<file path="src/rtl/mem_lsu.sv">
// Memory-stage load/store unit: one valid/ready data-bus access per instruction, with load extension and fault detection.
// Latency: start T, REQ T+1, WAIT_RSP T+2, DONE T+3 on a zero-wait bus; misaligned or unsupported accesses resolve in T.
// Backpressure: holds req_valid until req_ready and waits for rsp_valid, stalling IF..MEM; the watchdog bounds the wait.
module mem_lsu #(
    parameter int ADDR_WIDTH     = 32,
    parameter int TIMEOUT_CYCLES = 256
) (
    input  logic                  i_clk,
    input  logic                  i_rst_n,
    input  logic                  i_valid,
    input  logic                  i_is_load,
    input  logic                  i_is_store,
    input  logic [2:0]            i_funct3,
    input  logic [ADDR_WIDTH-1:0] i_exu_dout,
    input  logic [31:0]           i_rs2_rd_data,
    output logic                  o_stall,
    output logic                  o_done,
    output logic [31:0]           o_mem_dout,
    output logic                  o_misaligned,
    output logic                  o_access_fault,
    output logic                  o_dbus_req_valid,
    input  logic                  i_dbus_req_ready,
    output logic [ADDR_WIDTH-1:0] o_dbus_addr,
    output logic                  o_dbus_we,
    output logic [3:0]            o_dbus_wstrb,
    output logic [31:0]           o_dbus_wdata,
    input  logic                  i_dbus_rsp_valid,
    input  logic                  i_dbus_rsp_err,
    input  logic [31:0]           i_dbus_rsp_rdata,
    output logic                  o_dbus_rsp_ready
);

    localparam int CNT_W = $clog2(TIMEOUT_CYCLES);
    localparam logic [CNT_W-1:0] CNT_MAX = CNT_W'(TIMEOUT_CYCLES - 1);

    typedef enum logic [1:0] {
        S_IDLE,
        S_REQ,
        S_WAIT_RSP,
        S_DONE
    } state_t;

    typedef struct packed {
        logic [ADDR_WIDTH-1:0] addr;
        logic                  we;
        logic [3:0]            wstrb;
        logic [31:0]           wdata;
    } dbus_req_t;

    state_t          state_q, state_d;
    dbus_req_t       req_q, new_req;
    logic [2:0]      funct3_q;
    logic [1:0]      off_q;
    logic [31:0]     mem_dout_q;
    logic [CNT_W-1:0] cnt_q, cnt_d;
    logic            fault_q, fault_d;

    logic            start;
    logic            is_st;
    logic [1:0]      off;
    logic            legal_f3;
    logic            misal;
    logic            bad;
    logic            cap_en;
    logic            ld_en;
    logic [7:0]      ld_byte;
    logic [15:0]     ld_half;
    logic [31:0]     ld_ext;

    // Gating with reset keeps every output low while reset is held.
    assign start = i_rst_n & i_valid & (i_is_load | i_is_store);
    assign is_st = i_is_store;
    assign off   = i_exu_dout[1:0];

    always_comb begin
        legal_f3 = 1'b0;
        misal    = 1'b0;
        if (is_st) begin
            case (i_funct3)
                3'b000:  legal_f3 = 1'b1;
                3'b001:  begin legal_f3 = 1'b1; misal = off[0]; end
                3'b010:  begin legal_f3 = 1'b1; misal = |off;   end
                default: legal_f3 = 1'b0;
            endcase
        end else begin
            case (i_funct3)
                3'b000, 3'b100: legal_f3 = 1'b1;
                3'b001, 3'b101: begin legal_f3 = 1'b1; misal = off[0]; end
                3'b010:         begin legal_f3 = 1'b1; misal = |off;   end
                default:        legal_f3 = 1'b0;
            endcase
        end
    end

    assign bad = ~legal_f3 | misal;

    always_comb begin
        new_req.addr  = {i_exu_dout[ADDR_WIDTH-1:2], 2'b00};
        new_req.we    = is_st;
        new_req.wstrb = 4'b0000;
        new_req.wdata = 32'h0;
        if (is_st) begin
            case (i_funct3[1:0])
                2'b00: begin
                    new_req.wstrb = 4'b0001 << off;
                    new_req.wdata = {4{i_rs2_rd_data[7:0]}};
                end
                2'b01: begin
                    new_req.wstrb = 4'b0011 << off;
                    new_req.wdata = {2{i_rs2_rd_data[15:0]}};
                end
                default: begin
                    new_req.wstrb = 4'b1111;
                    new_req.wdata = i_rs2_rd_data;
                end
            endcase
        end
    end

    // Lane select uses the offset captured at start; the bus returns the whole aligned word.
    always_comb begin
        case (off_q)
            2'd0:    ld_byte = i_dbus_rsp_rdata[7:0];
            2'd1:    ld_byte = i_dbus_rsp_rdata[15:8];
            2'd2:    ld_byte = i_dbus_rsp_rdata[23:16];
            default: ld_byte = i_dbus_rsp_rdata[31:24];
        endcase
        ld_half = off_q[1] ? i_dbus_rsp_rdata[31:16] : i_dbus_rsp_rdata[15:0];
        case (funct3_q)
            3'b000:  ld_ext = {{24{ld_byte[7]}}, ld_byte};
            3'b100:  ld_ext = {24'h0, ld_byte};
            3'b001:  ld_ext = {{16{ld_half[15]}}, ld_half};
            3'b101:  ld_ext = {16'h0, ld_half};
            default: ld_ext = i_dbus_rsp_rdata;
        endcase
    end

    always_comb begin
        state_d          = state_q;
        fault_d          = fault_q;
        cnt_d            = cnt_q;
        cap_en           = 1'b0;
        ld_en            = 1'b0;
        o_stall          = 1'b0;
        o_done           = 1'b0;
        o_access_fault   = 1'b0;
        o_misaligned     = 1'b0;
        o_dbus_req_valid = 1'b0;
        o_dbus_rsp_ready = 1'b0;
        case (state_q)
            S_IDLE: begin
                fault_d = 1'b0;
                if (start) begin
                    if (bad) begin
                        o_misaligned = 1'b1;
                    end else begin
                        o_stall = 1'b1;
                        cap_en  = 1'b1;
                        cnt_d   = '0;
                        state_d = S_REQ;
                    end
                end
            end
            S_REQ: begin
                o_stall          = 1'b1;
                o_dbus_req_valid = 1'b1;
                cnt_d            = cnt_q + CNT_W'(1);
                if (cnt_q == CNT_MAX) begin
                    fault_d = 1'b1;
                    state_d = S_DONE;
                end else if (i_dbus_req_ready) begin
                    state_d = S_WAIT_RSP;
                end
            end
            S_WAIT_RSP: begin
                o_stall          = 1'b1;
                o_dbus_rsp_ready = 1'b1;
                cnt_d            = cnt_q + CNT_W'(1);
                if (i_dbus_rsp_valid) begin
                    fault_d = i_dbus_rsp_err;
                    ld_en   = ~i_dbus_rsp_err & ~req_q.we;
                    state_d = S_DONE;
                end else if (cnt_q == CNT_MAX) begin
                    fault_d = 1'b1;
                    state_d = S_DONE;
                end
            end
            default: begin
                // Inputs still show the retiring instruction here, so no new start.
                o_done         = ~fault_q;
                o_access_fault = fault_q;
                state_d        = S_IDLE;
            end
        endcase
    end

    always_ff @(posedge i_clk) begin
        if (!i_rst_n) begin
            state_q    <= S_IDLE;
            fault_q    <= 1'b0;
            cnt_q      <= '0;
            req_q      <= '0;
            funct3_q   <= 3'b000;
            off_q      <= 2'b00;
            mem_dout_q <= 32'h0;
        end else begin
            state_q <= state_d;
            fault_q <= fault_d;
            cnt_q   <= cnt_d;
            if (cap_en) begin
                req_q    <= new_req;
                funct3_q <= i_funct3;
                off_q    <= off;
            end
            if (ld_en) begin
                mem_dout_q <= ld_ext;
            end
        end
    end

    assign o_dbus_addr  = req_q.addr;
    assign o_dbus_we    = req_q.we;
    assign o_dbus_wstrb = req_q.wstrb;
    assign o_dbus_wdata = req_q.wdata;
    assign o_mem_dout   = mem_dout_q;

endmodule

</file>
<file path="config.mk">
export PLATFORM = sky130hd
export DESIGN_NAME = mem_lsu
export DESIGN_NICKNAME = d
export VERILOG_FILES = /design/src/rtl/mem_lsu.sv
export SDC_FILE = /design/constraint.sdc
export NUM_CORES = 1
export LEC_CHECK = 0
export BUFFER_PORTS_ARGS = -buffer_cell sky130_fd_sc_hd__buf_4
export CORE_ASPECT_RATIO = 0.5
export CORE_MARGIN = 3
export CORE_UTILIZATION = 40
export CTS_CLUSTER_SIZE = 14
export DETAILED_ROUTE_END_ITERATION = 6
export PLACE_DENSITY = 0.68
export SYNTH_ARGS = -nofsm -noshare
export SYNTH_HDL_FRONTEND = slang
export SYNTH_SLANG_ARGS = --single-unit
</file>
<file path="constraint.sdc">
create_clock -name i_clk -period 2.1 [get_ports i_clk]
set_input_delay 0.21 -clock i_clk [delete_from_list [all_inputs] [get_ports i_clk]]
set_output_delay 0.21 -clock i_clk [all_outputs]
set_load 0.02 [all_outputs]
</file>
== Word level (Yosys, flattened, before mapping) ==
Cells that the tools add are included.

* Bits in registers: 115
* Logic and storage cells: 91
* Bits of input ports: 107

* Add/sub/neg operators: 1
* Reduce and logical (&&, ||, !) cells: 15
* Shifts and indexed selects: 2
* Muxes and demuxes: 37
* Equal/unequal tests: 17
* Bitwise gates (word level): 9

{| class="wikitable"
|+ Operator list
! cell !! count
|-
| case mux 32 bit (4 select lines) || 1
|-
| case mux 36 bit (2 select lines) || 1
|-
| two-way mux 36 bit || 1
|-
| case mux 8 bit (3 select lines) || 1
|-
| two-way mux 1 bit || 18
|-
| two-way mux 16 bit || 1
|-
| two-way mux 8 bit || 2
|-
| case mux 8 bit (2 select lines) || 1
|-
| == test 3 bit, second input constant || 4
|-
| two-way mux 2 bit || 6
|-
| adder 8 x 1 -> 8 bit, second input constant || 1
|-
| == test 8 bit, second input constant || 1
|-
| == test 2 x 1 -> 1 bit, second input constant || 3
|-
| == test 3 x 1 -> 1 bit, second input constant || 2
|-
| zero test 2 bit || 3
|-
| zero test 3 bit || 2
|-
| != test 3 bit, second input constant || 2
|-
| case mux 1 bit (2 select lines) || 3
|-
| case mux 2 bit (3 select lines) || 1
|-
| OR reduction 2 bit || 3
|-
| OR reduction 3 bit || 2
|-
| OR reduction 5 bit || 1
|-
| == test 2 bit, second input constant || 2
|-
| != test 2 bit, second input constant || 2
|-
| 11 further kinds || 17
|}

== Depth between registers and ports, before layout ==
Gate-level depths: netlist (run 1).

* Depth in word-level cells: 9
* Mapped depth: 8

== Worst setup path before layout (run 1) ==
Ideal clock, no wire load.

* Path type: input-to-output
* Start: input i_funct3[0]
* End: output o_stall
* Setup slack: 0.024 ns
* Required time: 1.890 ns
* Arrival time: 1.866 ns
* Stages on the path: 6
* Cell sequence: clkbuf_1 or4_4 a21o_1 clkbuf_1 clkbuf_1 a21oi_1

* Cells in the longest elaborated chain, start to end: 9

{| class="wikitable"
|+ RTL lines
! element !! RTL line !! source
|-
| start, declared || 13 || <nowiki>input logic [2:0] i_funct3,</nowiki>
|-
| == test 3 x 2 -> 1 bit (tied with other cells) || 79, 86 ||
|-
| OR reduction 5 bit (no line) / OR reduction 3 bit (equally long branches) || n/a ||
|-
| two-way mux 1 bit (on tied branches) || 86, 79 ||
|-
| two-way mux 1 bit || 78 || <nowiki>if (is_st) begin</nowiki>
|-
| NOT 1 bit || 95 || <nowiki>assign bad = ~legal_f3 | misal;</nowiki>
|-
| OR 1 bit (*) || 95 ||
|-
| two-way mux 1 bit (*) || 154 || <nowiki>if (bad) begin</nowiki>
|-
| two-way mux 1 bit (*) || 153 || <nowiki>if (start) begin</nowiki>
|-
| case mux 1 bit (2 select lines) (*) || 150 || <nowiki>case (state_q)</nowiki>
|-
| end, declared || 16 || <nowiki>output logic o_stall,</nowiki>
|}

Every way passes the cells marked *; elsewhere a longest branch is shown, timed or not.

== Worst setup path after layout (run 1) ==
* Start: register state_q[0]
* End: output o_stall

* Cells in the longest elaborated chain, start to end: 3

{| class="wikitable"
|+ RTL lines
! element !! RTL line !! source
|-
| start, declared || 50 || <nowiki>state_t state_q, state_d;</nowiki>
|-
| start signal, assigned || 207 || <nowiki>state_q <= state_d;</nowiki>
|-
| == test 2 bit / == test 2 x 1 -> 1 bit (equally long branches) || 150 ||
|-
| OR reduction 2 bit (no line) || n/a ||
|-
| case mux 1 bit (2 select lines) (*) || 150 ||
|}

Marks and branches as above.

==> results by group, run 1 <==
Routing
  – Routed wire per std cell: 16.12 um
  – Antenna viol nets, final: 0
  – Number of remaining DRC errors: 0
  – Via-to-Cell Ratio: 5.246
  – Drt initial violations: 353
  – Vias: 5031
  – Pre-antenna DRT Iters: 5
  – Routed WL: 15460 um

Logic synthesis
  – Cell variety after synth: 52
  – Yosys Warn Count: 0
  – Compound-Gate Fraction of Synth Area: 0.2489
  – Syn_area_per_cell: 9.030 um2
  – Post-synthesis mux area share: 0.08867
  – Synth Register Bits: 115
  – Prevailing post-synth register cell: dfxtp_1
  – Synthesized area: 5192 um2
  – Most frequent cell after synthesis: nand2_1
  – Cells after Synth: 575
  – Largest family of logic cells by synthesized area: compound AO/OA/AOI/OAI gates
  – Post-synth EDFFs: 0
  – Synth top area share: 0.4434
  – Post-Synth Simple-Gate Area: 0.1571
  – XOR/XNOR share of the synthesized area: 0
  – Post-synthesis sequential area ratio: 0.4434
  – Largest cells by area after synthesis: dfxtp_1, nand2_1, a21boi_0, mux2i_1, o2bb2ai_1
  – Adder-cell area share of the yosys netlist: 0.01205
  – Top post-synthesis cells by count: nand2_1, dfxtp_1, a21boi_0
  – Yosys top cell by area: dfxtp_1
  – Async S/R FF share, synth: 0

Cells and area
  – Area delta synth->final: 47.35%
  – Share of cells above drive strength 1: 0.3602
  – Fill count: 1078
  – N_diodes: 0
  – # nets final: 893

Floorplanning
  – Initial Utilization: 0.4247
  – Core box area: 12230 um2
  – Num ports: 214
  – Chip Height: 86.57 um
  – Chip width: 167.1 um
  – Cell Rows: 28
  – Die area: 14470 um2

Clocking
  – H-tree depth: 4
  – CTS sink count: 115
  – Clk buf depth: 2
  – CTS tree: done
  – Num CTS Buffers: 17
  – Hold Buf Count CTS: 0
  – Worst-Skew Late Latency: 0.40 ns
  – Clock-pin slew on the worst setup and hold paths: 0.05 ns
  – Root buffer cell: clkbuf_16

Critical path
  – Largest stage delay, worst path: 0.34 ns
  – CP Max Fanout: 5
  – Worst setup SP type: flip-flop
  – Worst setup path startpoint: state_q[0]
  – WS Path Type: flip-flop to output pin
  – Req. time, crit path: 1.89 ns
  – Worst-path cell chain: inv_1 > ha_2 > o2111ai_4 > a21o_1 > a21oi_1 > buf_4
  – Top delay family on crit path: compound AO/OA/AOI/OAI gates
  – Launching point of the worst reg2reg path: state_q[0]
  – Worst path slowest cell: dfxtp_1
  – Crit path DAT: 1.80 ns
  – Worst path bufs/invs: 2
  – CP endpoint kind: output pin

Placed design
  – Final GP Congestion: 0.7969
  – Post-DP HPWL: 11010 um
  – Dpl ws: 0.1681 ns
  – IO Port Bufs: 211

Job
  – Max-Cap Viols: 0

Worst hold path
  – Worst hold path type: input port to flip-flop
  – Hold Crit Start: i_rs2_rd_data[1]

Timing
  – Period minus WS final: 2.006 ns
  – Maximum clock frequency: 498.4 MHz
  – Max Slew Vio Count: 0
  – Period utilization: 0.9554
  – Worst slew pin tran: 0.7123 ns
  – Final setup viols: 0
  – Fin. Hold Viols: 0
  – Final worst slack: 0.09375 ns
  – Hold WS: 0.05784 ns
  – Clock skew: 0.009329 ns
  – Slew Limit Headroom: 0.5234

Pwr
  – Static Leak: 3.185 nW
  – Maximum VDD drop: 0.3988 mV
  – Cell Pwr Density: 796.5 nW/um2

GRT
  – GRT overflow: 0
  – First-pass GRT wire length: 24850 um
  – Initial antenna violation count: 0
  – Largest net degree at the start of global routing: 70
  – Vias in the first global route: 4925
  – GR Util All Layers: 0.2094

Outcome
  – Outcome: completed
==> path summary, 6_finish.rpt <==
kind / to / slack, ns / cells past startpoint
hold / removal: o_dbus_wdata[1] / 0.06 / 2
hold reg to reg: o_dbus_addr[28] / 0.46 / 2
setup / recovery: o_stall / 0.09 / 6
setup reg to reg: cnt_q[6] / 0.18 / 6
==> logic make-up after synthesis <==
group	Yosys count
other	1
buffers and inverters	54
muxes	43
and+or+nand+nor	177
DFF	115
AOI/OAI and AO/OA	180
adders and majority gates	5
==> report_power, final <==
part	switching [mW]	internal (mW)
Clock	0.989	2.26
Sequential	0.0222	2.22
Combinational	0.306	0.300
==> area by class of cell <==
class                      count  area [um2]  share of cell area
multi-input combinational    407        2659              0.3475
tap                          165       206.4             0.02698
clock inverter                 9       172.7             0.02257
clock buffer                  23       498.0             0.06509
timing repair buffer         233        1787              0.2335
inverter                       7       26.28            0.003434
sequential                   115        2302              0.3009
==> what timing repair did <==
action                                 in CTS  in global routing
gates resized for setup                     2                  1
setup endpoints to repair                   1                  1
endpoints found under the hold margin       0                  0
buffers inserted                            0                  2
==> placed cells by master (no fill, tap or decap), types with 8 or more instances in the layout <==
cell and instances:
o211ai_1 8, mux2_2 14, mux2i_1 28, clkbuf_16 17, a22o_1 18, dfxtp_1 115, o2bb2ai_1 20, nand3b_1 10
buf_4 230, a21boi_0 43, nand2b_1 9, nor2_1 11, o21ai_0 27, a21oi_1 34, nand2_1 120
==> state kept, by name, indices dropped and copies added (netlist names) <==
| register | flops |
|---|---|
| cnt_q | 8 |
| o_dbus_wdata | 32 |
| state_q | 2 |
| o_dbus_wstrb | 4 |
| off_q | 2 |
| o_dbus_addr | 30 |
| o_dbus_we | 1 |
| o_mem_dout | 32 |
| funct3_q | 3 |
| fault_q | 1 |
==> stage by stage <==
stage	TNS [ns]	utilization	instance area (um2)	power, mW	cells
floorplan	0	-	5196	2.585	576
global placement	0	0.5681	6945	2.877	925
detailed placement	0	0.5681	6945	2.882	925
CTS	0	0.6236	7625	6.145	957
global route	-0.008350	0.6258	7651	6.316	959
finish	0	0.6258	7651	6.094	959
==> per-layer routing <==
metal	vias to the layer above	part of all wire	track usage	wire, um
met3	8	0.075	0.06287	1152
met2	168	0.48	0.3547	7367
met1	2374	0.44	0.2667	6840
li1	2481	-	-	-
met4	0	0.0065	0.05122	100
met5	-	0	0	0
Power figures use the tool's default switching activity.
==> run 2: changes to the inputs <==
- CORE_MARGIN: 3 -> 2
- CORE_UTILIZATION: 40 -> 48
- PLACE_DENSITY: 0.68 -> 0.8
==> results by group, run 2 (synthesized netlist as in run 1, its figures left out) <==
GRT
  – Met1 usage: 0.3197
  – Top Usage Layer GRT: met2
  – Routing usage on met3: 0.07765
  – Met2 Track Usage GR: 0.4382
  – Initial antenna violation count: 0
  – First-pass GRT wire length: 24140 um
  – Vias in the first global route: 4874
  – GRT overflow: 0
  – Largest net degree at the start of global routing: 79
  – GR Util All Layers: 0.2603

Placed design
  – Dpl ws: 0.1231 ns
  – Placed Area: 6897 um2
  – IO Port Bufs: 211
  – Final GP Congestion: 0.8187
  – Post-DP HPWL: 10420 um

Outcome
  – Outcome: completed

Timing
  – Worst slew pin tran: 0.6997 ns
  – Period utilization: 0.9604
  – TNS Setup: 0 ns
  – Clock skew: 0.008722 ns
  – Hold WS: 0.03999 ns
  – Final worst slack: 0.08314 ns
  – Final setup viols: 0
  – Slew Limit Headroom: 0.5318
  – RSZ-0062 raised after global routing: false
  – Max Slew Vio Count: 0
  – Period minus WS final: 2.017 ns
  – Maximum clock frequency: 495.8 MHz
  – Fin. Hold Viols: 0

Critical path
  – Worst setup SP type: flip-flop
  – Worst path slowest cell: dfxtp_2
  – Crit path DAT: 1.81 ns
  – CP endpoint kind: output pin
  – Worst-path cell chain: inv_2 > ha_4 > o2111ai_4 > a21o_4 > buf_12 > a21oi_2 > buf_4
  – Largest stage delay, worst path: 0.34 ns
  – Req. time, crit path: 1.89 ns
  – CP Max Fanout: 19
  – Worst path bufs/invs: 3
  – WS Path Type: flip-flop to output pin
  – Top delay family on crit path: compound AO/OA/AOI/OAI gates

Cells and area
  – Final instance area: 7659 um2
  – Area delta synth->final: 47.49%
  – # nets final: 899
  – Commonest cells after routing, fill and taps aside: buf_4, nand2_1, dfxtp_1
  – N_diodes: 0
  – Share of cells above drive strength 1: 0.3738
  – Leading cell type in the layout, fill and taps excluded: buf_4

Clocking
  – CTS tree: done
  – Hold Buf Count CTS: 0
  – CTS sink count: 115
  – Clk buf depth: 2
  – Clock-pin slew on the worst setup and hold paths: 0.05 ns
  – H-tree depth: 4
  – Root buffer cell: clkbuf_16
  – Num CTS Buffers: 17
  – Worst-Skew Late Latency: 0.42 ns

Floorplanning
  – Initial Utilization: 0.5004
  – Chip width: 151.1 um
  – Die area: 11720 um2
  – Num ports: 214
  – Core box area: 10380 um2
  – Chip Height: 77.55 um
  – Cell Rows: 26

Job
  – Max-Cap Viols: 0

Worst hold path
  – Worst hold path type: input port to flip-flop

Routing
  – Routed wire per std cell: 16.76 um
  – Via-to-Cell Ratio: 5.469
  – Number of remaining DRC errors: 0
  – Antenna viol nets, final: 0
  – Drt initial violations: 226
  – Vias: 5141
  – Routed WL: 15760 um
  – Pre-antenna DRT Iters: 5

Pwr
  – Total power: 5.968 mW
  – Cell Pwr Density: 779.3 nW/um2
  – Maximum VDD drop: 0.4955 mV
  – Static Leak: 3.199 nW
==> run 2: changes by cell type in the layout (fill, tap and decap cells not counted), moves of 2 or more <==
cell        delta
buf_4          +6
inv_2          +2
clkinv_4       +2
inv_1          -2
dfxtp_2        +2
dfxtp_1        -2
clkbuf_8       -3
clkinvlp_4     +3
==> run 2: repair_timing <==
item                       4_1_cts  5_1_grt
cloned                           0        1
buffers inserted                 2        4
gates resized for setup          9        4
setup endpoints to repair        1        1
pin swaps                        1        0
==> run 2: stage by stage <==
stage,instances,util
finish,940,0.7380
global placement,901,0.6646
CTS,935,0.7314
floorplan,576,-
global route,940,0.7380
detailed placement,901,0.6646
==> run 2: cell type report <==
cell class / instances / area [um2]
well taps: 140 / 175.2
flip-flops and latches: 115 / 2305
inverters: 7 / 26.28
multi-input cells: 407 / 2680
clock inverters: 13 / 182.7
clock buffers: 19 / 452.9
repair buffers: 239 / 1837
fillers: 773 / 2719
==> run 2: where the power goes <==
| part | switching (mW) | internal (mW) | leakage, nW |
|---|---|---|---|
| clock | 1.05 | 2.04 | 0.301 |
| sequential | 0.0220 | 2.22 | 0.929 |
| combinational | 0.317 | 0.317 | 1.97 |
==> run 2: worst paths after layout <==
check | cells past startpoint | slack (ns) | from | end
hold reg to reg | 2 | 0.46 | o_dbus_addr[11] | o_dbus_addr[11]
setup / recovery | 7 | 0.08 | state_q[1] | o_stall
hold / removal | 2 | 0.04 | i_rs2_rd_data[1] | o_dbus_wdata[1]
setup reg to reg | 9 | 0.12 | state_q[1] | o_dbus_wdata[25]
==> run 2: worst reg2reg max path, cell delays in order, from the launching register on <==
cell,delay [ns]
dfxtp_2,0.34
inv_2,0.09
ha_4,0.16
o2111ai_4,0.13
a21o_4,0.24
buf_4,0.13
buf_4,0.12
and2_1,0.19
buf_4,0.23
a22o_1,0.25
==> run 2: routing by layer <==
metal | vias to the layer above | routed length [um]
met5 | - | 0
met4 | 0 | 172
met3 | 17 | 1177
met2 | 211 | 7774
met1 | 2426 | 6631
li1 | 2487 | -
